**src/rtl/cpu_pkg.sv**
```systemverilog
// Shared definitions for multicycle execution-unit controllers.
package cpu_pkg;

  // HI/LO-related op codes seen by the mul/div controller.
  typedef enum logic [1:0] {
    OpMult = 2'b00,
    OpDiv  = 2'b01,
    OpMthi = 2'b10,
    OpMtlo = 2'b11
  } op_e;

  typedef enum logic [2:0] {
    StIdle,
    StLaunch,
    StWait,
    StCommit,
    StErr
  } state_e;

  typedef enum logic {
    CauseTimeout,
    CauseDivZero
  } err_cause_e;

  localparam int unsigned DefaultTimeout = 48;

endpackage

```
**src/rtl/op_timer.sv**
```systemverilog
// Saturating cycle counter that flags the Limit-th enabled cycle after a clear.
module op_timer #(
  parameter int unsigned Limit = 48
) (
  input  logic clk_i,
  input  logic rst_ni,
  input  logic clear_i,
  input  logic enable_i,
  output logic expired_o
);

  localparam int unsigned CntW  = $clog2(Limit + 1);
  localparam logic [CntW-1:0] LimitC = CntW'(Limit);
  localparam logic [CntW-1:0] LastC  = CntW'(Limit - 1);

  logic [CntW-1:0] cnt_q, cnt_d;

  // Next count: clear wins, otherwise count up and stick at Limit.
  always_comb begin
    cnt_d = cnt_q;
    if (clear_i) begin
      cnt_d = '0;
    end else if (enable_i && (cnt_q != LimitC)) begin
      cnt_d = cnt_q + CntW'(1);
    end
  end

  // Counter register.
  always_ff @(posedge clk_i or negedge rst_ni) begin
    if (!rst_ni) begin
      cnt_q <= '0;
    end else begin
      cnt_q <= cnt_d;
    end
  end

  // Expires during the Limit-th enabled cycle so the caller leaves on that edge.
  assign expired_o = enable_i && (cnt_q >= LastC);

endmodule

```
**src/rtl/muldiv_ctrl.sv**
```systemverilog
// HI/LO controller: launches an external multiplier or divider, waits for it,
// commits results or raises an exception; MTHI/MTLO write HI/LO directly.
module muldiv_ctrl
  import cpu_pkg::*;
#(
  parameter int unsigned TIMEOUT = DefaultTimeout,
  parameter int unsigned OP_W    = 2
) (
  input  logic            clk_i,
  input  logic            rst_ni,
  input  logic            op_start_i,
  input  logic [OP_W-1:0] op_i,
  input  logic [31:0]     a_i,
  input  logic [31:0]     b_i,
  output logic            mult_start_o,
  output logic            div_start_o,
  output logic [31:0]     unit_a_o,
  output logic [31:0]     unit_b_o,
  input  logic            mult_done_i,
  input  logic            div_done_i,
  input  logic            div_zero_i,
  input  logic [31:0]     mult_hi_i,
  input  logic [31:0]     mult_lo_i,
  input  logic [31:0]     div_hi_i,
  input  logic [31:0]     div_lo_i,
  output logic            busy_o,
  output logic            done_o,
  output logic            div_zero_exc_o,
  output logic            timeout_exc_o,
  output logic [31:0]     hi_o,
  output logic [31:0]     lo_o
);

  state_e     state_q, state_d;
  op_e        op_q, op_d;
  err_cause_e cause_q, cause_d;
  logic [31:0] unit_a_q, unit_a_d;
  logic [31:0] unit_b_q, unit_b_d;
  logic [31:0] hi_q, hi_d;
  logic [31:0] lo_q, lo_d;

  logic timer_clear, timer_en, timer_expired;
  op_e  op_in;

  assign op_in = op_e'(op_i[1:0]);

  op_timer #(
    .Limit (TIMEOUT)
  ) u_op_timer (
    .clk_i     (clk_i),
    .rst_ni    (rst_ni),
    .clear_i   (timer_clear),
    .enable_i  (timer_en),
    .expired_o (timer_expired)
  );

  // Next-state and output decode for the controller FSM.
  always_comb begin
    state_d        = state_q;
    op_d           = op_q;
    cause_d        = cause_q;
    unit_a_d       = unit_a_q;
    unit_b_d       = unit_b_q;
    hi_d           = hi_q;
    lo_d           = lo_q;
    timer_clear    = 1'b0;
    timer_en       = 1'b0;
    mult_start_o   = 1'b0;
    div_start_o    = 1'b0;
    done_o         = 1'b0;
    div_zero_exc_o = 1'b0;
    timeout_exc_o  = 1'b0;

    unique case (state_q)
      StIdle: begin
        // rst_ni gate keeps the combinational MTHI/MTLO done low while in reset.
        if (op_start_i && rst_ni) begin
          unique case (op_in)
            OpMult, OpDiv: begin
              op_d     = op_in;
              unit_a_d = a_i;
              unit_b_d = b_i;
              state_d  = StLaunch;
            end
            OpMthi: begin
              hi_d   = a_i;
              done_o = 1'b1;
            end
            OpMtlo: begin
              lo_d   = a_i;
              done_o = 1'b1;
            end
            default: ;
          endcase
        end
      end
      StLaunch: begin
        mult_start_o = (op_q == OpMult);
        div_start_o  = (op_q == OpDiv);
        timer_clear  = 1'b1;
        state_d      = StWait;
      end
      StWait: begin
        timer_en = 1'b1;
        // Divide-by-zero beats a same-cycle div_done; a done beats a same-cycle expiry.
        if ((op_q == OpDiv) && div_zero_i) begin
          cause_d = CauseDivZero;
          state_d = StErr;
        end else if (((op_q == OpMult) && mult_done_i) || ((op_q == OpDiv) && div_done_i)) begin
          state_d = StCommit;
        end else if (timer_expired) begin
          cause_d = CauseTimeout;
          state_d = StErr;
        end
      end
      StCommit: begin
        done_o  = 1'b1;
        hi_d    = (op_q == OpDiv) ? div_hi_i : mult_hi_i;
        lo_d    = (op_q == OpDiv) ? div_lo_i : mult_lo_i;
        state_d = StIdle;
      end
      StErr: begin
        div_zero_exc_o = (cause_q == CauseDivZero);
        timeout_exc_o  = (cause_q == CauseTimeout);
        state_d        = StIdle;
      end
      default: state_d = StIdle;
    endcase
  end

  // State, latched operands and architectural HI/LO.
  always_ff @(posedge clk_i or negedge rst_ni) begin
    if (!rst_ni) begin
      state_q  <= StIdle;
      op_q     <= OpMult;
      cause_q  <= CauseTimeout;
      unit_a_q <= '0;
      unit_b_q <= '0;
      hi_q     <= '0;
      lo_q     <= '0;
    end else begin
      state_q  <= state_d;
      op_q     <= op_d;
      cause_q  <= cause_d;
      unit_a_q <= unit_a_d;
      unit_b_q <= unit_b_d;
      hi_q     <= hi_d;
      lo_q     <= lo_d;
    end
  end

  assign busy_o   = (state_q != StIdle);
  assign unit_a_o = unit_a_q;
  assign unit_b_o = unit_b_q;
  assign hi_o     = hi_q;
  assign lo_o     = lo_q;

endmodule

```
**config.mk**
```make
export PLATFORM = sky130hd
export DESIGN_NAME = muldiv_ctrl
export DESIGN_NICKNAME = d
export VERILOG_FILES = /design/src/rtl/cpu_pkg.sv /design/src/rtl/op_timer.sv /design/src/rtl/muldiv_ctrl.sv
export SDC_FILE = /design/constraint.sdc
export NUM_CORES = 1
export LEC_CHECK = 0
export BUFFER_PORTS_ARGS = -buffer_cell sky130_fd_sc_hd__buf_2
export CORE_MARGIN = 3
export CORE_UTILIZATION = 30
export DETAILED_ROUTE_END_ITERATION = 12
export MAX_ROUTING_LAYER = met4
export PLACE_DENSITY = 0.67
export SYNTH_ARGS = -nofsm -noshare
export SYNTH_HDL_FRONTEND = slang
export SYNTH_HIERARCHICAL = 1
export SYNTH_SLANG_ARGS = --single-unit
```
**constraint.sdc**
```tcl
create_clock -name clk_i -period 2.35 [get_ports clk_i]
set_clock_uncertainty 0.15 [all_clocks]
set_input_delay 0.3525 -clock clk_i [delete_from_list [all_inputs] [get_ports clk_i]]
set_output_delay 0.3525 -clock clk_i [all_outputs]
set_load 0.01 [all_outputs]
```
==> flow_summary.rst, run 1 <==
.. list-table::
   :header-rows: 1

   * - Metric
     - Value
   * - Highest net fanout along the worst path
     - 26
   * - Max Fclk
     - 440 MHz
   * - Largest cells by area after synthesis
     - sky130_fd_sc_hd__dfrtp_1, sky130_fd_sc_hd__mux2i_1, sky130_fd_sc_hd__a22oi_1
   * - Cell type with the largest total area after synthesis
     - sky130_fd_sc_hd__dfrtp_1
   * - EDFF count, synth
     - 0
   * - Total global-route track usage
     - about a fifth
   * - Number of synthesized register bits
     - 140
   * - Net switching power figure
     - approximately 0.0051 W
   * - Finished Core Util
     - about 44%
   * - Result of the run
     - finished clean
   * - PwrDens
     - between 1000 and 1500 mW/mm^2
   * - Hold Path Origin
     - b_i[11]
   * - Boundary pin count
     - between 300 and 400
   * - Most common flop cell mapped by yosys
     - sky130_fd_sc_hd__dfrtp_1
   * - Total number of nets in the final design
     - about 1100
   * - Data arrival, critical path
     - roughly 1.8 ns
   * - Post-synthesis to final-layout area growth
     - 41.5%
   * - Die span in x
     - approximately 160 um
   * - Number of global-route vias before repair
     - 6821
   * - Worst vdd rail ir drop
     - 0.623 mV
   * - Total CTS buffers
     - 17
   * - Setup TNS
     - 0 ns
   * - Met3 usage
     - around 5.3%
   * - Flop pwr share
     - between 30 and 40%
   * - FF-to-FF path depth
     - 5
   * - Drc violations
     - 0
   * - Part of the power in the clock network
     - a little over a fifth
   * - Endpoint of the lowest-slack register-to-register path
     - u_op_timer/cnt_q[0]
   * - WP data required
     - ~1.9 ns
   * - Warnings, synthesis
     - 6
   * - Number of detailed-routing iterations run before antenna repair
     - 5
   * - Clock slew at reported path FFs
     - 0.07 ns
   * - Average cell area after synthesis
     - 11.8 um^2
   * - Number of max-cap violations
     - 0
   * - Per-cell routed wire length
     - around 20 um
   * - Hold Path Stages
     - 2
   * - DRC marker count from the first detailed-route iteration
     - roughly 450
   * - Core region area
     - between 0.02 and 0.025 mm^2
   * - DR vias/cell
     - approximately 5.3
   * - Post-synthesis cell count
     - 600
   * - Startpoint type of the worst setup path
     - input pin
   * - Number of distinct library cell variants in the gate-level netlist after synthesis
     - 48
   * - Class of the tightest hold or removal check
     - input pin to flip-flop
   * - Crit Reg-Reg Startpoint
     - state_q[0]
   * - Total wirelength of the detailed-routed design
     - between 20000 and 30000 um
   * - Number of H-tree levels
     - 4
   * - Final Setup Violations
     - 0
   * - Antenna-violating nets left
     - 0
   * - Met2 usage
     - around a third
   * - Port bufs
     - 333
   * - Share of post-route cells with drive strength above 1
     - a little under half
   * - Fraction of the yosys area taken by sequential cells
     - between 40% and 50%
   * - R2R setup slack
     - approximately 0.24 ns
   * - Maximum clock insertion buffer count
     - 2
   * - Asr flop ratio synth
     - 100%
   * - CTS tree
     - done
   * - Period minus WS final
     - 2.27 ns
   * - Residual overflow from global routing
     - 0
   * - Effective utilization at floorplan
     - between 30% and 40%
   * - Kind of capture point of the worst setup path
     - output pin
   * - RSZ-0062 raised after global routing
     - false
   * - Normalized max-slew margin
     - around 36%
   * - Clock sinks
     - 140
   * - Actual slew at the worst max-slew pin
     - roughly 0.96 ns
   * - Number of max-slew violations in the final report
     - 0
   * - Clock tree root driver cell
     - sky130_fd_sc_hd__clkbuf_16
   * - First-pass GRT wire length
     - a little under 40000 um
   * - Internal portion of total power
     - 0.00781 W
   * - Initial antenna violation count
     - 1
   * - Final number of hold-violating endpoints
     - 0
   * - Most Used Layer, Global Route
     - met2
   * - Clock latency on the worst-skew pair
     - approximately 0.4 ns
   * - Net count after synthesis
     - 802
   * - Static leakage power
     - ~4.7 nW
   * - Row count
     - 55
   * - Gp weighted congestion
     - ~0.83
   * - Mapped Area
     - between 0.007 and 0.008 mm^2
   * - Worst Hold End
     - unit_b_o[11]
   * - Power share of the combinational group
     - 45.4%
   * - Met1 capacity usage during global routing
     - around 25%
   * - Die outline area
     - approximately 0.025 mm^2
   * - Final period util
     - between 90% and 100%
   * - Net switching fraction of the power
     - between 30% and 40%
   * - Die extent in y
     - between 150 and 200 um
   * - Startpoint-to-endpoint class of the critical path
     - input pin to output pin
   * - HPWL after DPL
     - around 17000 um
   * - Post-synth top area share
     - 49.5%
   * - Pin count of the biggest net entering global routing
     - between 100 and 150
   * - Vias
     - around 6700
-- repair_timing --
item,4_1_cts,5_1_grt
buffers inserted,0,1
hold endpoints to repair,53,3
hold buffers,24,3
gates resized for setup,0,2
endpoints found under the setup margin,0,1
-- cells by family after synthesis --
kind of cell               after synthesis  synth area share (%)
buffers and inverters                   75                  4.89
DFF                                    140                  49.5
AOI/OAI and AO/OA                      206                  21.3
muxes                                  131                  19.7
adders and majority gates                2                 0.353
xor gates and xnor gates                 2                 0.247
and+or+nand+nor                         44                  4.06
-- area by class of cell --
type	instances	area (um^2)
Fill cell	2197	12900
Clock inverter	15	175
Clock buffer	17	425
Antenna cell	2	5.00
Inverter	7	26.3
Multi-Input combinational cell	385	3260
Sequential cell	140	3500
Tap cell	313	392
Timing Repair Buffer	382	2230
-- worst max-delay path, cell delays in order --
cell	delay, ns
sky130_fd_sc_hd__dlygate4sd3_1	0.55
sky130_fd_sc_hd__buf_6	0.15
sky130_fd_sc_hd__and3_2	0.21
sky130_fd_sc_hd__buf_12	0.17
sky130_fd_sc_hd__a21o_1	0.19
sky130_fd_sc_hd__buf_2	0.13
-- power by group through the flow --
stage / logic, W / registers (W) / clock network, W
after global routing: 0.00632 / 0.00442 / 0.00299
after floorplan: 0.00286 / 0.00477 / 0
after CTS: 0.00577 / 0.00424 / 0.00288
after detailed placement: 0.00574 / 0.00427 / 0
final: 0.00587 / 0.00426 / 0.00280
after global placement: 0.00564 / 0.00424 / 0
-- worst max-delay path by stage --
stage | from | end | slack (ns)
final | rst_ni | done_o | 0.08
after global routing | state_q[0] | mult_start_o | 0.02
after CTS | state_q[2] | done_o | 0.05
after detailed placement | state_q[0] | u_op_timer/cnt_q[0] | 0.28
after global placement | state_q[0] | u_op_timer/cnt_q[0] | 0.29
after floorplan | state_q[2] | op_q[0] | 0.38
-- synth_stat cells, types with 2 or more instances --
master	number
sky130_fd_sc_hd__a21oi_1	2
sky130_fd_sc_hd__a22oi_1	64
sky130_fd_sc_hd__a31oi_1	18
sky130_fd_sc_hd__a41oi_1	48
sky130_fd_sc_hd__and3_1	2
sky130_fd_sc_hd__and3b_1	2
sky130_fd_sc_hd__buf_1	8
sky130_fd_sc_hd__buf_2	13
sky130_fd_sc_hd__buf_6	6
sky130_fd_sc_hd__clkbuf_1	40
sky130_fd_sc_hd__dfrtp_1	140
sky130_fd_sc_hd__ha_1	2
sky130_fd_sc_hd__inv_1	6
sky130_fd_sc_hd__mux2_1	39
sky130_fd_sc_hd__mux2_2	27
sky130_fd_sc_hd__mux2i_1	65
sky130_fd_sc_hd__nand2_1	7
sky130_fd_sc_hd__nand3_1	3
sky130_fd_sc_hd__nand3b_1	2
sky130_fd_sc_hd__nand4_1	2
sky130_fd_sc_hd__nand4b_1	3
sky130_fd_sc_hd__nor2_1	7
sky130_fd_sc_hd__nor3_1	2
sky130_fd_sc_hd__nor3_2	2
sky130_fd_sc_hd__nor4b_1	2
sky130_fd_sc_hd__o211ai_1	2
sky130_fd_sc_hd__o21ai_0	33
sky130_fd_sc_hd__o31ai_1	32
sky130_fd_sc_hd__xor2_1	2
-- through the flow --
stage | worst slack, ns | hold WS [ns] | area, um^2 | total power, W | instances
floorplan | 0.384 | -0.0931 | 7080 | 0.00762 | 600
global placement | 0.288 | 0.00377 | 9120 | 0.00988 | 1198
detailed placement | 0.275 | 0.00325 | 9120 | 0.0100 | 1198
CTS | 0.0455 | 0.0000474 | 9960 | 0.0129 | 1254
global route | 0.0160 | 0.00730 | 10000 | 0.0137 | 1260
finish | 0.0786 | 0.0194 | 10000 | 0.0129 | 1261
-- cell usage in the layout (no fill, tap or decap), types with 3 or more instances in the layout --
cell type,count
sky130_fd_sc_hd__buf_2,332
sky130_fd_sc_hd__dfrtp_1,139
sky130_fd_sc_hd__mux2i_1,65
sky130_fd_sc_hd__a22oi_1,64
sky130_fd_sc_hd__a41oi_1,48
sky130_fd_sc_hd__mux2_1,39
sky130_fd_sc_hd__o21ai_0,33
sky130_fd_sc_hd__o31ai_1,32
sky130_fd_sc_hd__mux2_2,27
sky130_fd_sc_hd__dlygate4sd3_1,27
sky130_fd_sc_hd__a31oi_1,18
sky130_fd_sc_hd__clkbuf_16,18
sky130_fd_sc_hd__buf_4,12
sky130_fd_sc_hd__inv_6,8
sky130_fd_sc_hd__buf_12,8
sky130_fd_sc_hd__nor2_1,7
sky130_fd_sc_hd__nand2_1,7
sky130_fd_sc_hd__inv_1,5
sky130_fd_sc_hd__nand4b_1,3
sky130_fd_sc_hd__clkinvlp_4,3
-- per-layer routing --
metal / vias to the layer above / part of all wire (%)
li1: 3037 / -
met1: 3272 / 43
met2: 350 / 48
met3: 35 / 7.7
met4: 0 / 1.6
met5: - / 0
-- sequential cells by signal, indices dropped and copies added (netlist names) --
| register | count |
|---|---|
| hi_o | 32 |
| op_q | 2 |
| unit_a_o | 32 |
| u_op_timer/cnt_q | 6 |
| unit_b_o | 32 |
| state_q | 3 |
| cause_q | 1 |
| lo_o | 32 |
Power figures use the tool's default switching activity.
==> run 2: changes to the inputs <==
- HOLD_SLACK_MARGIN: default -> 0.06
==> flow_summary.rst, run 2 (same netlist as run 1, synthesis figures left out) <==
.. list-table::
   :header-rows: 1

   * - Metric
     - Value
   * - Clock sinks
     - between 100 and 150
   * - Standard cell area after detailed placement
     - 0.00912 mm^2
   * - Met3 routed wirelength
     - just under 2000 um
   * - Antenna-violating nets left
     - 0
   * - Total CTS buffers
     - 17
   * - Total wirelength of the detailed-routed design
     - 26200 um
   * - Port bufs
     - 333
   * - Max Fclk
     - roughly 440 MHz
   * - Metal2 WL
     - 12700 um
   * - Total global-route track usage
     - approximately 20%
   * - First-pass GRT wire length
     - around 40000 um
   * - Final number of hold-violating endpoints
     - 0
   * - Number of max-cap violations
     - 0
   * - Placed Instances
     - about 1200
   * - DRC marker count from the first detailed-route iteration
     - about 400
   * - Clock slew at reported path FFs
     - ~0.060 ns
   * - RSZ-0062 raised after global routing
     - false
   * - Pin count of the biggest net entering global routing
     - 139
   * - Row count
     - 55
   * - Kind of capture point of the worst setup path
     - output pin
   * - Normalized max-slew margin
     - between 30% and 40%
   * - Highest net fanout along the worst path
     - 26
   * - Startpoint type of the worst setup path
     - input pin
   * - PwrDens
     - about 1300 mW/mm^2
   * - Finished Core Util
     - between 40 and 50%
   * - Least setup slack across all paths after layout
     - roughly 0.08 ns
   * - Die span in x
     - 160 um
   * - Post-synthesis to final-layout area growth
     - 45.4%
   * - Post-Layout Cell Count
     - 1288
   * - Maximum clock insertion buffer count
     - 2
   * - Initial antenna violation count
     - 1
   * - Share of post-route cells with drive strength above 1
     - 43.9%
   * - Actual slew at the worst max-slew pin
     - about 0.97 ns
   * - Design Area, Final
     - around 0.01 mm^2
   * - Final period util
     - a little over nine tenths
   * - Startpoint-to-endpoint class of the critical path
     - input pin to output pin
   * - Commonest non-fill, non-tap cells in the layout
     - sky130_fd_sc_hd__buf_2, sky130_fd_sc_hd__dfrtp_1, sky130_fd_sc_hd__mux2i_1, sky130_fd_sc_hd__a22oi_1, sky130_fd_sc_hd__dlygate4sd3_1
   * - DR vias/cell
     - about 5.3
   * - DP Worst Slack
     - roughly 0.28 ns
   * - Gp weighted congestion
     - 0.834
   * - HPWL after DPL
     - between 15000 and 20000 um
   * - Data arrival, critical path
     - roughly 1.8 ns
   * - Period minus WS final
     - approximately 2.3 ns
   * - Clock tree root driver cell
     - sky130_fd_sc_hd__clkbuf_16
   * - Total number of nets in the final design
     - 1163
   * - Number of global-route vias before repair
     - 7019
   * - Number of H-tree levels
     - 4
   * - CTS tree
     - done
   * - Die outline area
     - 0.0255 mm^2
   * - Boundary pin count
     - around 330
   * - Static leakage power
     - approximately 4.8 nW
   * - Vias
     - roughly 6800
   * - Clock latency on the worst-skew pair
     - approximately 0.41 ns
   * - WP data required
     - 1.85 ns
   * - Effective utilization at floorplan
     - 30.9%
   * - Number of max-slew violations in the final report
     - 0
   * - Highest metal layer used by the detailed router
     - met4
   * - Number of detailed-routing iterations run before antenna repair
     - 5
   * - Result of the run
     - finished clean
   * - Die extent in y
     - roughly 160 um
   * - Post-Route M1 WL
     - between 10000 and 15000 um
   * - Final Setup Violations
     - 0
   * - Residual overflow from global routing
     - 0
   * - Setup TNS
     - 0 ns
   * - Per-cell routed wire length
     - ~20 um
   * - Class of the tightest hold or removal check
     - input pin to flip-flop
   * - Core region area
     - around 0.023 mm^2
   * - Most frequent standard cell in the layout excluding fill and tap cells
     - sky130_fd_sc_hd__buf_2
   * - Drc violations
     - 0
   * - Worst vdd rail ir drop
     - approximately 0.6 mV
## run 2: routing by layer
layer	vias to the layer above	GRT usage [%]
met5	-	-
met4	0	6.33
met3	43	5.29
met2	326	32.1
met1	3336	25.8
li1	3092	-
## run 2: worst max-delay path: stages
cell	delay, ns
sky130_fd_sc_hd__dlygate4sd3_1	0.55
sky130_fd_sc_hd__buf_6	0.15
sky130_fd_sc_hd__and3_2	0.21
sky130_fd_sc_hd__buf_12	0.17
sky130_fd_sc_hd__a21o_1	0.19
sky130_fd_sc_hd__buf_2	0.13
## run 2: cell type report
type                            count  area [um^2]
Clock inverter                     15          175
Fill cell                        2165        12600
Inverter                            7         26.3
Tap cell                          313          392
Multi-Input combinational cell    385         3260
Sequential cell                   140         3500
Antenna cell                        1         2.50
Clock buffer                       17          425
Timing Repair Buffer              410         2510
## run 2: worst paths after layout
kind,endpoint,slack (ns),from,cells after the start
worst max-delay path,done_o,0.08,rst_ni,6
worst min-delay path,unit_a_o[13],0.08,a_i[13],2
worst max register to register,u_op_timer/cnt_q[0],0.24,state_q[0],5
worst min register to register,unit_a_o[13],0.33,unit_a_o[13],1
max in group asynchronous,lo_o[11],0.93,rst_ni,3
min in group asynchronous,hi_o[29],0.15,rst_ni,2
## run 2: report_power, final
group	leakage (nW)	internal, W	switching, W
logic	2.86	0.00263	0.00326
clock network	0.287	0.00161	0.00119
registers	1.65	0.00360	0.000652
## run 2: what timing repair did
| action | in CTS | in global routing |
|---|---|---|
| gates resized for setup | 0 | 2 |
| hold buffers | 55 | 0 |
| endpoints found under the hold margin | 194 | 0 |
| setup buffers | 0 | 1 |
| setup endpoints to repair | 0 | 1 |
## run 2: stage by stage
stage               hold WS, ns  total power, W
floorplan               -0.0931         0.00762
global placement        0.00377         0.00988
detailed placement      0.00325          0.0100
CTS                      0.0616          0.0129
global route             0.0695          0.0138
finish                   0.0797          0.0129
==> run 3: changes to the inputs <==
--- a/config.mk
+++ b/config.mk
@@ -14,2 +14,3 @@
 export PLACE_DENSITY = 0.67
+export SLEW_MARGIN = 25
 export SYNTH_ARGS = -nofsm -noshare
--- a/constraint.sdc
+++ b/constraint.sdc
@@ -4,2 +4,2 @@
 set_output_delay 0.3525 -clock clk_i [all_outputs]
-set_load 0.01 [all_outputs]
+set_load 0.1 [all_outputs]
==> flow_summary.rst, run 3 (same netlist as run 1, synthesis figures left out) <==
.. list-table::
   :header-rows: 1

   * - Metric
     - Value
   * - CTS tree
     - done
   * - Clock slew at reported path FFs
     - approximately 0.070 ns
   * - DP Worst Slack
     - between 0.15 and 0.2 ns
   * - Inserted Diodes
     - 0
   * - Multi-input combinational cell area
     - approximately 0.0033 mm^2
   * - Post-synthesis to final-layout area growth
     - 47.6%
   * - DRC marker count from the first detailed-route iteration
     - 393
   * - Max Fclk
     - between 400 and 500 MHz
   * - Vias
     - roughly 6800
   * - Total global-route track usage
     - between 20 and 25%
   * - Residual overflow from global routing
     - 0
   * - Actual slew at the worst max-slew pin
     - approximately 0.91 ns
   * - Clock tree root driver cell
     - sky130_fd_sc_hd__clkbuf_16
   * - Post-Layout Cell Count
     - 1296
   * - Die outline area
     - 0.0255 mm^2
   * - Drc violations
     - 0
   * - Final period util
     - a little over nine tenths
   * - Number of max-cap violations
     - 0
   * - Commonest non-fill, non-tap cells in the layout
     - sky130_fd_sc_hd__buf_2, sky130_fd_sc_hd__dfrtp_1, sky130_fd_sc_hd__mux2i_1, sky130_fd_sc_hd__a22oi_1, sky130_fd_sc_hd__dlygate4sd3_1
   * - HPWL after DPL
     - ~18000 um
   * - Finished Core Util
     - roughly 46%
   * - Result of the run
     - finished clean
   * - Effective utilization at floorplan
     - roughly 31%
   * - Port bufs
     - about 330
   * - Data arrival, critical path
     - between 1.5 and 2 ns
   * - Number of max-slew violations in the final report
     - 0
   * - Final number of hold-violating endpoints
     - 0
   * - Startpoint-to-endpoint class of the critical path
     - flip-flop to output pin
   * - Period minus WS final
     - 2.27 ns
   * - Initial antenna violation count
     - 0
   * - Final Setup Violations
     - 0
   * - Die extent in y
     - approximately 160 um
   * - Least setup slack across all paths after layout
     - between 0.07 and 0.08 ns
   * - Per-cell routed wire length
     - approximately 20 um
   * - Placed Instances
     - 1202
   * - Number of detailed-routing iterations run before antenna repair
     - 5
   * - DR vias/cell
     - around 5.2
   * - Total wirelength of the detailed-routed design
     - about 26000 um
   * - Setup TNS
     - 0 ns
   * - Startpoint type of the worst setup path
     - flip-flop
   * - Total CTS buffers
     - 17
   * - Class of the tightest hold or removal check
     - input pin to flip-flop
   * - Clock sinks
     - 140
   * - Normalized max-slew margin
     - 39.4%
   * - Number of fill cells in the layout
     - 2144
   * - Number of global-route vias before repair
     - 7006
   * - Gp weighted congestion
     - 0.797
   * - Total number of nets in the final design
     - about 1200
   * - Boundary pin count
     - 334
   * - Antenna-violating nets left
     - 0
   * - Core region area
     - ~0.023 mm^2
   * - WP data required
     - ~1.9 ns
   * - Clock latency on the worst-skew pair
     - around 0.42 ns
   * - Highest net fanout along the worst path
     - 17
   * - RSZ-0062 raised after global routing
     - false
   * - First-pass GRT wire length
     - slightly above 40000 um
   * - Die span in x
     - between 150 and 200 um
   * - Share of post-route cells with drive strength above 1
     - 44.8%
   * - Maximum clock insertion buffer count
     - 2
   * - Pin count of the biggest net entering global routing
     - 70
   * - Row count
     - 55
   * - Area occupied by registers
     - roughly 0.0035 mm^2
   * - Kind of capture point of the worst setup path
     - output pin
   * - Number of H-tree levels
     - 4
   * - Most frequent standard cell in the layout excluding fill and tap cells
     - sky130_fd_sc_hd__buf_2
[run 3: layer usage]
| layer | track usage [%] | vias up | part of all wire (%) |
|---|---|---|---|
| li1 | - | 3112 | - |
| met1 | 26.4 | 3335 | 43 |
| met2 | 32.3 | 312 | 48 |
| met3 | 5.21 | 31 | 6.8 |
| met4 | 6.13 | 0 | 1.8 |
| met5 | - | - | 0 |
[run 3: worst paths after layout]
| path | from | slack (ns) | cells after the start | end |
|---|---|---|---|---|
| max | state_q[0] | 0.08 | 4 | done_o |
| max reg2reg | state_q[0] | 0.19 | 5 | unit_b_o[20] |
| min in group asynchronous | rst_ni | 0.17 | 2 | unit_b_o[4] |
| min reg2reg | unit_a_o[23] | 0.33 | 1 | unit_a_o[23] |
| min | a_i[9] | 0.08 | 2 | unit_a_o[9] |
| max in group asynchronous | rst_ni | 0.74 | 3 | hi_o[10] |
[run 3: layout make-up]
type,instances,share of cell area [%]
timing repair buffer,419,25.3
tap,313,3.75
multi-input combinational,385,31.7
sequential,140,33.5
inverter,7,0.251
clock inverter,15,1.42
clock buffer,17,4.07
[run 3: worst max-delay path, stage by stage, from the launching register on]
cell,delay (ns)
sky130_fd_sc_hd__dfrtp_2,0.47
sky130_fd_sc_hd__nor3_4,0.33
sky130_fd_sc_hd__buf_12,0.23
sky130_fd_sc_hd__a21o_4,0.15
sky130_fd_sc_hd__buf_12,0.16
[run 3: per-stage QoR]
| step | hold WS, ns | cell area (um^2) |
|---|---|---|
| global placement | 0.0359 | 9200 |
| global route | 0.0707 | 10500 |
| CTS | 0.0616 | 10400 |
| floorplan | -0.0931 | 7110 |
| detailed placement | 0.0334 | 9200 |
| finish | 0.0791 | 10500 |
[run 3: timing repair]
action	in CTS	in global routing
buffers inserted	1	1
resized for setup	3	3
hold buffers	58	0
gates cloned	1	1
pin swaps	1	1
endpoints found under the setup margin	3	4
endpoints found under the hold margin	66	0
Power of run 3 is left out: the tool's default activity adds up to more than one toggle a clock period on the data nets, which glitch-free logic cannot reach.
